--- src/rtl/blowfish_pkg.sv ---
// Shared Blowfish definitions: controller state encoding, table geometry and
// the S-box address helper used by both cipher directions.
package blowfish_pkg;

    localparam int N_ROUNDS_DEF = 16;
    localparam int P_LEN        = N_ROUNDS_DEF + 2;
    localparam int S_BOX_DEPTH  = 256;

    typedef enum logic [2:0] {
        ST_IDLE,
        ST_F0,
        ST_F1,
        ST_F2,
        ST_F3,
        ST_PX,
        ST_FIN,
        ST_DONE
    } bf_state_e;

    // Flat S-box address: box number above an S_BOX_W-bit byte index.
    function automatic logic [31:0] sbox_addr(input logic [1:0] box,
                                              input logic [7:0] idx,
                                              input int unsigned sbw);
        return (32'(box) << sbw) | 32'(idx);
    endfunction

endpackage

--- src/rtl/blowfish_feistel.sv ---
// Four-cycle sequential Blowfish F evaluator: one S-box read per cycle,
// F = ((S0 + S1) ^ S2) + S3 accumulated in r_acc, o_done one cycle after S3.
module blowfish_feistel
    import blowfish_pkg::*;
#(
    parameter int S_BOX_W = 8
) (
    input  logic        i_clk,
    input  logic        i_rst,
    input  logic        i_start,
    input  logic [31:0] i_x,
    input  logic [31:0] i_s_data,
    output logic [31:0] o_s_addr,
    output logic [31:0] o_f,
    output logic        o_done
);

    localparam int BW = $clog2(S_BOX_DEPTH);

    logic          r_act;
    logic [1:0]    r_step;
    logic [31:0]   r_acc;
    logic          r_done;

    logic          w_act;
    logic [1:0]    w_j;
    logic [BW-1:0] w_idx;
    logic [31:0]   w_acc;

    // i_start forces step 0 so an aborted evaluation never leaks into the next.
    assign w_act = i_start | r_act;
    assign w_j   = i_start ? 2'd0 : r_step;

    always_comb begin
        w_idx = i_x[31:24];
        w_acc = i_s_data;
        case (w_j)
            2'd0: begin w_idx = i_x[31:24]; w_acc = i_s_data;         end
            2'd1: begin w_idx = i_x[23:16]; w_acc = r_acc + i_s_data; end
            2'd2: begin w_idx = i_x[15:8];  w_acc = r_acc ^ i_s_data; end
            2'd3: begin w_idx = i_x[7:0];   w_acc = r_acc + i_s_data; end
            default: ;
        endcase
    end

    assign o_s_addr = w_act ? sbox_addr(w_j, w_idx, S_BOX_W) : 32'd0;
    assign o_f      = r_acc;
    assign o_done   = r_done;

    always_ff @(posedge i_clk) begin
        if (i_rst) begin
            r_act  <= 1'b0;
            r_step <= 2'd0;
            r_acc  <= 32'd0;
            r_done <= 1'b0;
        end else begin
            r_done <= w_act && (w_j == 2'd3);
            if (w_act) begin
                r_acc  <= w_acc;
                r_step <= w_j + 2'd1;
                r_act  <= (w_j != 2'd3);
            end
        end
    end

endmodule

--- src/rtl/blowfish_decipher.sv ---
// Blowfish block decryption over shared P/S table ports, 5 cycles per round.
// Optional BLOWFISH_DEC_ABORT_EN adds an abort input that drops back to IDLE.
module blowfish_decipher
    import blowfish_pkg::*;
#(
    parameter int N_ROUNDS = P_LEN - 2,
    parameter int S_BOX_W  = 8
) (
    input  logic        clk,
    input  logic        reset_l,
    input  logic        start,
`ifdef BLOWFISH_DEC_ABORT_EN
    input  logic        abort,
`endif
    input  logic [31:0] xl_in,
    input  logic [31:0] xr_in,
    input  logic [31:0] S_data,
    output logic [31:0] S_addr,
    input  logic [31:0] P_data,
    output logic [31:0] P_addr,
    output logic [31:0] xl_out,
    output logic [31:0] xr_out,
    output logic        busy,
    output logic        done
);

    localparam int KW = $clog2(N_ROUNDS + 1);

    bf_state_e   r_state;
    logic [31:0] r_a, r_b, r_xl, r_xr;
    logic [KW-1:0] r_k;
    logic        r_busy, r_done;

    logic        w_abort, w_kill, w_f_done;
    logic [31:0] w_f, w_src, w_p_addr;

`ifdef BLOWFISH_DEC_ABORT_EN
    assign w_abort = abort;
`else
    assign w_abort = 1'b0;
`endif
    assign w_kill = w_abort && (r_state != ST_IDLE);

    // Odd rounds take F of A and update B; even rounds the reverse.
    assign w_src = r_k[0] ? r_a : r_b;

    blowfish_feistel #(.S_BOX_W(S_BOX_W)) u_feistel (
        .i_clk    (clk),
        .i_rst    (reset_l | w_kill),
        .i_start  (r_state == ST_F0),
        .i_x      (w_src),
        .i_s_data (S_data),
        .o_s_addr (S_addr),
        .o_f      (w_f),
        .o_done   (w_f_done)
    );

    always_comb begin
        w_p_addr = 32'd0;
        case (r_state)
            ST_IDLE: if (start) w_p_addr = 32'(N_ROUNDS + 1);
            ST_PX:   w_p_addr = 32'(N_ROUNDS + 1) - 32'(r_k);
            default: ;
        endcase
    end

    assign P_addr = w_p_addr;
    assign xl_out = r_xl;
    assign xr_out = r_xr;
    assign busy   = r_busy;
    assign done   = r_done;

    always_ff @(posedge clk) begin
        if (reset_l) begin
            r_state <= ST_IDLE;
            r_a     <= 32'd0;
            r_b     <= 32'd0;
            r_k     <= '0;
            r_xl    <= 32'd0;
            r_xr    <= 32'd0;
            r_busy  <= 1'b0;
            r_done  <= 1'b0;
        end else if (w_kill) begin
            r_state <= ST_IDLE;
            r_busy  <= 1'b0;
            r_done  <= 1'b0;
        end else begin
            r_done <= 1'b0;
            case (r_state)
                ST_IDLE: if (start) begin
                    r_a     <= xl_in ^ P_data;
                    r_b     <= xr_in;
                    r_k     <= KW'(1);
                    r_busy  <= 1'b1;
                    r_state <= ST_F0;
                end
                ST_F0: r_state <= ST_F1;
                ST_F1: r_state <= ST_F2;
                ST_F2: r_state <= ST_F3;
                ST_F3: r_state <= ST_PX;
                ST_PX: begin
                    if (w_f_done) begin
                        if (r_k[0]) r_b <= r_b ^ w_f ^ P_data;
                        else        r_a <= r_a ^ w_f ^ P_data;
                    end
                    if (r_k == KW'(N_ROUNDS)) begin
                        r_state <= ST_FIN;
                    end else begin
                        r_k     <= r_k + KW'(1);
                        r_state <= ST_F0;
                    end
                end
                ST_FIN: begin
                    r_xl    <= r_b ^ P_data;
                    r_xr    <= r_a;
                    r_done  <= 1'b1;
                    r_state <= ST_DONE;
                end
                ST_DONE: begin
                    r_busy  <= 1'b0;
                    r_state <= ST_IDLE;
                end
                default: begin
                    r_busy  <= 1'b0;
                    r_state <= ST_IDLE;
                end
            endcase
        end
    end

endmodule

--- config.mk ---
export PLATFORM = sky130hd
export DESIGN_NAME = blowfish_decipher
export DESIGN_NICKNAME = d
export VERILOG_FILES = /design/src/rtl/blowfish_pkg.sv /design/src/rtl/blowfish_feistel.sv /design/src/rtl/blowfish_decipher.sv
export SDC_FILE = /design/constraint.sdc
export NUM_CORES = 1
export LEC_CHECK = 0
export BUFFER_PORTS_ARGS = -buffer_cell sky130_fd_sc_hd__buf_2
export CORE_AREA = 2 2 150 152
export CTS_CLUSTER_SIZE = 24
export DETAILED_ROUTE_END_ITERATION = 10
export DIE_AREA = 0 0 152 154
export GPL_TIMING_DRIVEN = 0
export PLACE_DENSITY = 0.78
export SYNTH_ARGS = -nofsm -noshare
export SYNTH_HDL_FRONTEND = slang
export SYNTH_SLANG_ARGS = --single-unit
--- constraint.sdc ---
create_clock -name clk -period 8.6 [get_ports clk]
set_clock_uncertainty 0.05 [all_clocks]
set_input_delay 1.29 -clock clk [delete_from_list [all_inputs] [get_ports clk]]
set_output_delay 1.29 -clock clk [all_outputs]
set_load 0.005 [all_outputs]
# ---- Word-level counts from Yosys, hierarchy flattened
# Cells that the tools add are included.
dict set report word_totals {
  register_bits 174
  inputBits 131
  out_inout_bits 130
  elab_cells 76
}
dict set report classes {
  add_sub_neg 4
  n_eq_ne 17
  n_mux 24
  n_bitwise 9
  reduce_logical 10
}
# operator n
set op_table {}
lappend op_table {{2-to-1 mux 32 bit} 8}
lappend op_table {{XOR 32 bit} 7}
lappend op_table {{one-hot mux 32 bit (2 select lines)} 3}
lappend op_table {{one-hot mux 32 bit (3 select lines)} 1}
lappend op_table {{adder 32 bit} 1}
lappend op_table {{one-hot mux 8 bit (4 select lines)} 1}
lappend op_table {{one-hot mux 3 bit (8 select lines)} 1}
lappend op_table {{2-to-1 mux 5 bit} 3}
lappend op_table {{== test 3 bit (second input constant)} 4}
lappend op_table {{!= test 2 bit (second input constant)} 5}
lappend op_table {{OR 10 x 8 -> 10 bit} 1}
lappend op_table {{one-hot mux 5 bit (2 select lines)} 1}
lappend op_table {{AND reduction 4 bit} 2}
lappend op_table {{== test 3 x 2 -> 1 bit (second input constant)} 2}
lappend op_table {{2-to-1 mux 3 bit} 2}
lappend op_table {{subtractor 5 x 5 -> 6 bit (first input constant)} 1}
lappend op_table {{adder 5 x 1 -> 5 bit (second input constant)} 1}
lappend op_table {{== test 5 bit (second input constant)} 1}
lappend op_table {{== test 2 bit (second input constant)} 2}
lappend op_table {{nonzero test 2 bit} 2}
lappend op_table {{== test 3 x 1 -> 1 bit (second input constant)} 1}
lappend op_table {{logical NOT 3 bit} 1}
lappend op_table {{AND reduction 3 bit} 1}
lappend op_table {{adder 2 x 1 -> 2 bit (second input constant)} 1}
lappend op_table {{10 further kinds} 11}

# ---- Longest topological paths before layout
dict set report logic_depth {
  depth_word 6
  depth_mapped 15
  depth_no_buf 11
}

# ---- Modules after synthesis
# From an unflattened synthesis, not the netlist that was laid out.
dict set report hier_totals {
  hier_cells 1440
  area_unflattened_um2 11581.1
}
# mod instances cells_per_inst area_per_inst_um2 seq_area_each_um2
set by_module_without_submodules {}
lappend by_module_without_submodules {blowfish_decipher 1 873 7629.8 2762.6}
lappend by_module_without_submodules {blowfish_feistel 1 567 3951.3 720.7}

# ---- Worst setup path after synthesis
# Ideal clock, no wire load.
dict set report synth_timing {
  path_type {reg-to-output}
  startpoint {reg r_state[0]}
  endpoint {out S_addr[4]}
  arrival_ns 2.755
  required_ns 7.260
  path_slack_ns 4.505
  stages_incl_launch_ff 14
  n_path_buf 5
  cell_sequence {dfxtp_1 > buf_2 > nor2b_1 > nand2b_2 > and2_1 > buf_4 > inv_2 > buf_2 > ha_1 > clkbuf_1 > clkbuf_1 > a222oi_1 > mux4_2 > nor2_1}
}
dict set report synth_via {
  elab_chain_len 6
  word_cells_on_any_way 10
  classes_between {eq/ne: 4; mux: 3; bitwise: 2; reduce/logical: 1}
}
# item line_no
set synth_rtl {}
lappend synth_rtl {{start, declared} blowfish_decipher.sv:29} ;# bf_state_e r_state;
lappend synth_rtl {{start signal, assigned} blowfish_decipher.sv:75} ;# r_state <= ST_IDLE;
lappend synth_rtl {{start signal, assigned} blowfish_decipher.sv:84} ;# r_state <= ST_IDLE;
lappend synth_rtl {{start signal, assigned} blowfish_decipher.sv:95} ;# r_state <= ST_F0;
lappend synth_rtl {{== test 3 x 1 -> 1 bit (*)} blowfish_decipher.sv:50} ;# .i_start (r_state == ST_F0),
lappend synth_rtl {{2-to-1 mux 2 bit} blowfish_feistel.sv:32} ;# assign w_j = i_start ? 2'd0 : r_step;
lappend synth_rtl {{== test 2 bit (tied with other cells)} blowfish_feistel.sv:37} ;# case (w_j)
lappend synth_rtl {{one-hot mux 8 bit (4 select lines)} blowfish_feistel.sv:37}
lappend synth_rtl {{OR 10 x 8 -> 10 bit} blowfish_pkg.sv:24} ;# return (32'(box) << sbw) | 32'(idx);
lappend synth_rtl {{2-to-1 mux 32 bit (*)} blowfish_feistel.sv:46} ;# assign o_s_addr = w_act ? sbox_addr(w_j, w_idx, S_BOX_W) : 32'd0;
lappend synth_rtl {{end, declared} blowfish_decipher.sv:18} ;# output logic [31:0] S_addr,
# Every way passes the cells marked *; elsewhere a longest branch is shown, timed or not.

# ---- Worst setup path after layout
dict set report layout_timing {
  startpoint {reg r_state[0]}
  endpoint {out S_addr[7]}
}
# Same word-level chain as after synthesis.

==> metrics.txt <==
status finished with violations; failing checks DRC; top_reg_cell synth dfxtp_1; crit-path cells buf_2 -> nor2b_1 -> nand2b_2 -> and2_1 -> buf_4 -> inv_2 -> buf_2 -> ha_1 -> clkbuf_1 -> clkbuf_1 -> a222oi_1 -> mux4_2 -> nor2_1 -> buf_2; Initial Util 0.514; routed len/inst 20.4 um; post-cts gate resize count 0; CTS H-Tree Depth 4; largest net degree at the start of global routing 28; Pwr per Cell Area 189 mW/mm2; CP arrival 4.59 ns; Port Buf Inserts 237; Power Total 2.53 mW; Fill cells 2,043; Synth Instances 1,493; Slew @ Worst Pin 0.874 ns; Rel. slew slack 0.417; DRT met1 WL 16,600 um; antenna violations before repair 0; Startpoint Class flip-flop; VDD IR-drop max 0.137 mV; I/O Pins 261; clock sinks 174; TritonRoute pass-1 iters 11; syn_area_per_cell 7.47 um2; design area 0.0134 mm2; met2 routed WL 19,100 um; gp weighted congestion 0.991; unrepaired setup endpoints after global routing false; required time of the worst setup path 7.26 ns; Final Util 0.617; Worst setup EP type output port; Num CTS Buffers 17; vias in the first global route 11,300; post-DR vias/cell 5.94; synth warn 0; register bit total from synthesis 174; via count 12,300; die height 154 um; Fmax 0.169 GHz; DRC viols 3; Lkg Pwr 5.60 nW; post-synth design cell area 0.0112 mm2; Critical Path Most Common Cell buf_2; Die X 152 um; drt total wl 42,100 um; metal3 WL 4420 um; critical path class reg2out; Worst Path Max Fanout 11; max-slew violations 0; Final HPWL DP 32,600 um; Post-synth EDFFs 0; Crit path buffers/inverters 7; Detail Route Antenna Nets 0; min Tclk post-route 5.93 ns; Seq/Total Area, Yosys 0.312; Post CTS Setup Buffer Count 0; critical path's top delay family buffers and inverters; synthesis-to-finish area growth 19.9%; Worst-Skew Late Latency 0.45 ns; Reg2Reg Setup Slack 4.17 ns; core area 0.0217 mm2; global-route wire length before repair 63,600 um; Clock Root Buffer clkbuf_16; Worst Hold Class reg2reg; Setup TNS 0 ns; worst stage delay on the critical path 0.62 ns; GRT Util Overall 0.347; CTS clk-pin slew, worst paths 0.08 ns; Final Cycle Share 0.689; top sig layer met4; Placed Area 0.0128 mm2; Final Hold Vio Count 0; Final #Nets 1,941; CTS tree yes; # rows 54; endpoints failing setup 0; slowest CP cell clkbuf_1; share of cells above drive strength 1 0.197; MaxCap Viol Count 0; Post-synth ARST share 0; hold buffer count at cts 0; total congestion overflow 0; Die ar. 0.0234 mm2; n_diodes 0; synth unique cells 68; Iter 0 DRT Violations 1,268; Max Root-Sink Buffers 2
layout make-up:
| cell class | instances | area [um2] | share of cell area |
|---|---|---|---|
| buffer | 146 | 741 | 0.0554 |
| clock buffer | 18 | 439 | 0.0328 |
| clock inverter | 14 | 161 | 0.0121 |
| inverter | 33 | 124 | 0.00926 |
| multi-input combinational | 1161 | 6890 | 0.515 |
| sequential | 174 | 3480 | 0.260 |
| tap | 280 | 350 | 0.0262 |
| timing repair buffer | 237 | 1190 | 0.0887 |
stage by stage:
| stage | setup slack, ns | hold WS [ns] | std cells |
|---|---|---|---|
| CTS | 2.82 | 0.404 | 2063 |
| global placement | 3.30 | 0.391 | 2031 |
| floorplan | 4.50 | 0.395 | 1514 |
| detailed placement | 3.34 | 0.393 | 2031 |
| finish | 2.67 | 0.401 | 2063 |
| global route | 2.51 | 0.422 | 2063 |
layer usage:
layer,vias up,track usage
met4,0,0.146
met1,5634,0.457
met3,148,0.0626
li1,5733,-
met2,740,0.561
met5,-,0
worst reg2reg max path, delay by kind of cell, from the launching register on:
kind,cells,cell delay (ns)
and+or+nand+nor,3,0.80
adders and majority gates,1,0.20
buffers and inverters,7,2.33
AOI/OAI and AO/OA,4,0.65
DFF,1,0.31
where the power goes:
part / total, mW / internal, mW / switching [mW]
logic: 0.774 / 0.290 / 0.483
registers: 0.961 / 0.866 / 0.0953
clock network: 0.800 / 0.402 / 0.398
cells in the final DEF (no fill, tap or decap), drive strengths merged, types with 6 or more instances in the layout:
cell type,count
clkbuf,96
o211ai,21
nor2,163
and3,10
a21o,22
conb,22
a211oi,72
a31oi,13
nor2b,30
inv,42
nand3,15
o21ai,33
nor3,46
nand2,251
xnor2,98
o31ai,12
dfxtp,174
and2,9
a21oi,183
a222oi,16
o41ai,6
buf,305
nand4,10
nand2b,10
ha,39
or3,9
o311ai,9
mux4,8
cell usage after synthesis, types with 4 or more instances:
cell type | number | area share
a21o_1 | 22 | 0.015
and2_1 | 6 | 0.0034
buf_4 | 49 | 0.033
mux2i_1 | 4 | 0.0036
xor2_1 | 4 | 0.0031
ha_1 | 39 | 0.044
or3_1 | 9 | 0.0050
dfxtp_1 | 174 | 0.31
o21a_1 | 4 | 0.0027
and3_1 | 8 | 0.0045
nor2_1 | 163 | 0.055
a211oi_1 | 72 | 0.048
o31ai_1 | 12 | 0.0081
o211ai_1 | 21 | 0.014
inv_1 | 31 | 0.010
o41ai_1 | 6 | 0.0047
a311oi_1 | 4 | 0.0031
nand3_1 | 14 | 0.0063
clkbuf_1 | 78 | 0.026
nand4_1 | 10 | 0.0056
o21ai_0 | 31 | 0.014
buf_2 | 7 | 0.0031
a222oi_1 | 16 | 0.014
mux4_2 | 8 | 0.016
nor3_1 | 46 | 0.021
buf_1 | 12 | 0.0040
a21oi_1 | 180 | 0.081
a31oi_1 | 12 | 0.0067
nor2b_1 | 30 | 0.017
o311ai_0 | 9 | 0.0071
nand2b_1 | 9 | 0.0050
xnor2_1 | 98 | 0.077
nand2_1 | 251 | 0.084
sequential cells by signal, summed over array words and instances, names as in the netlist:
signal / count
r_state: 3
u_feistel.o_f: 32
xr_out: 32
r_k: 5
u_feistel.r_step: 2
xl_out: 32
u_feistel.r_act: 1
r_a: 32
done: 1
busy: 1
r_b: 32
u_feistel.o_done: 1
path summary, 6_finish.rpt:
kind	from	end	cells after the start
setup / recovery	r_state[0]	S_addr[7]	14
setup reg to reg	r_state[0]	u_feistel.o_f[8]	15
hold reg to reg	xr_out[23]	xr_out[23]	2
hold / removal	xr_out[23]	xr_out[23]	2
cell families (layout without fill, tap and decap cells):
kind of cell / count (synthesis) / in the layout / share of synthesized area
adders and majority gates: 40 / 40 / 0.0455
other: 1 / 22 / 0.000336
xor gates and xnor gates: 102 / 102 / 0.0801
buffers and inverters: 179 / 448 / 0.0775
muxes: 13 / 13 / 0.0207
DFF: 174 / 174 / 0.312
and+or+nand+nor: 560 / 560 / 0.216
AOI/OAI and AO/OA: 424 / 424 / 0.247
(Power assumes the default switching activity.)
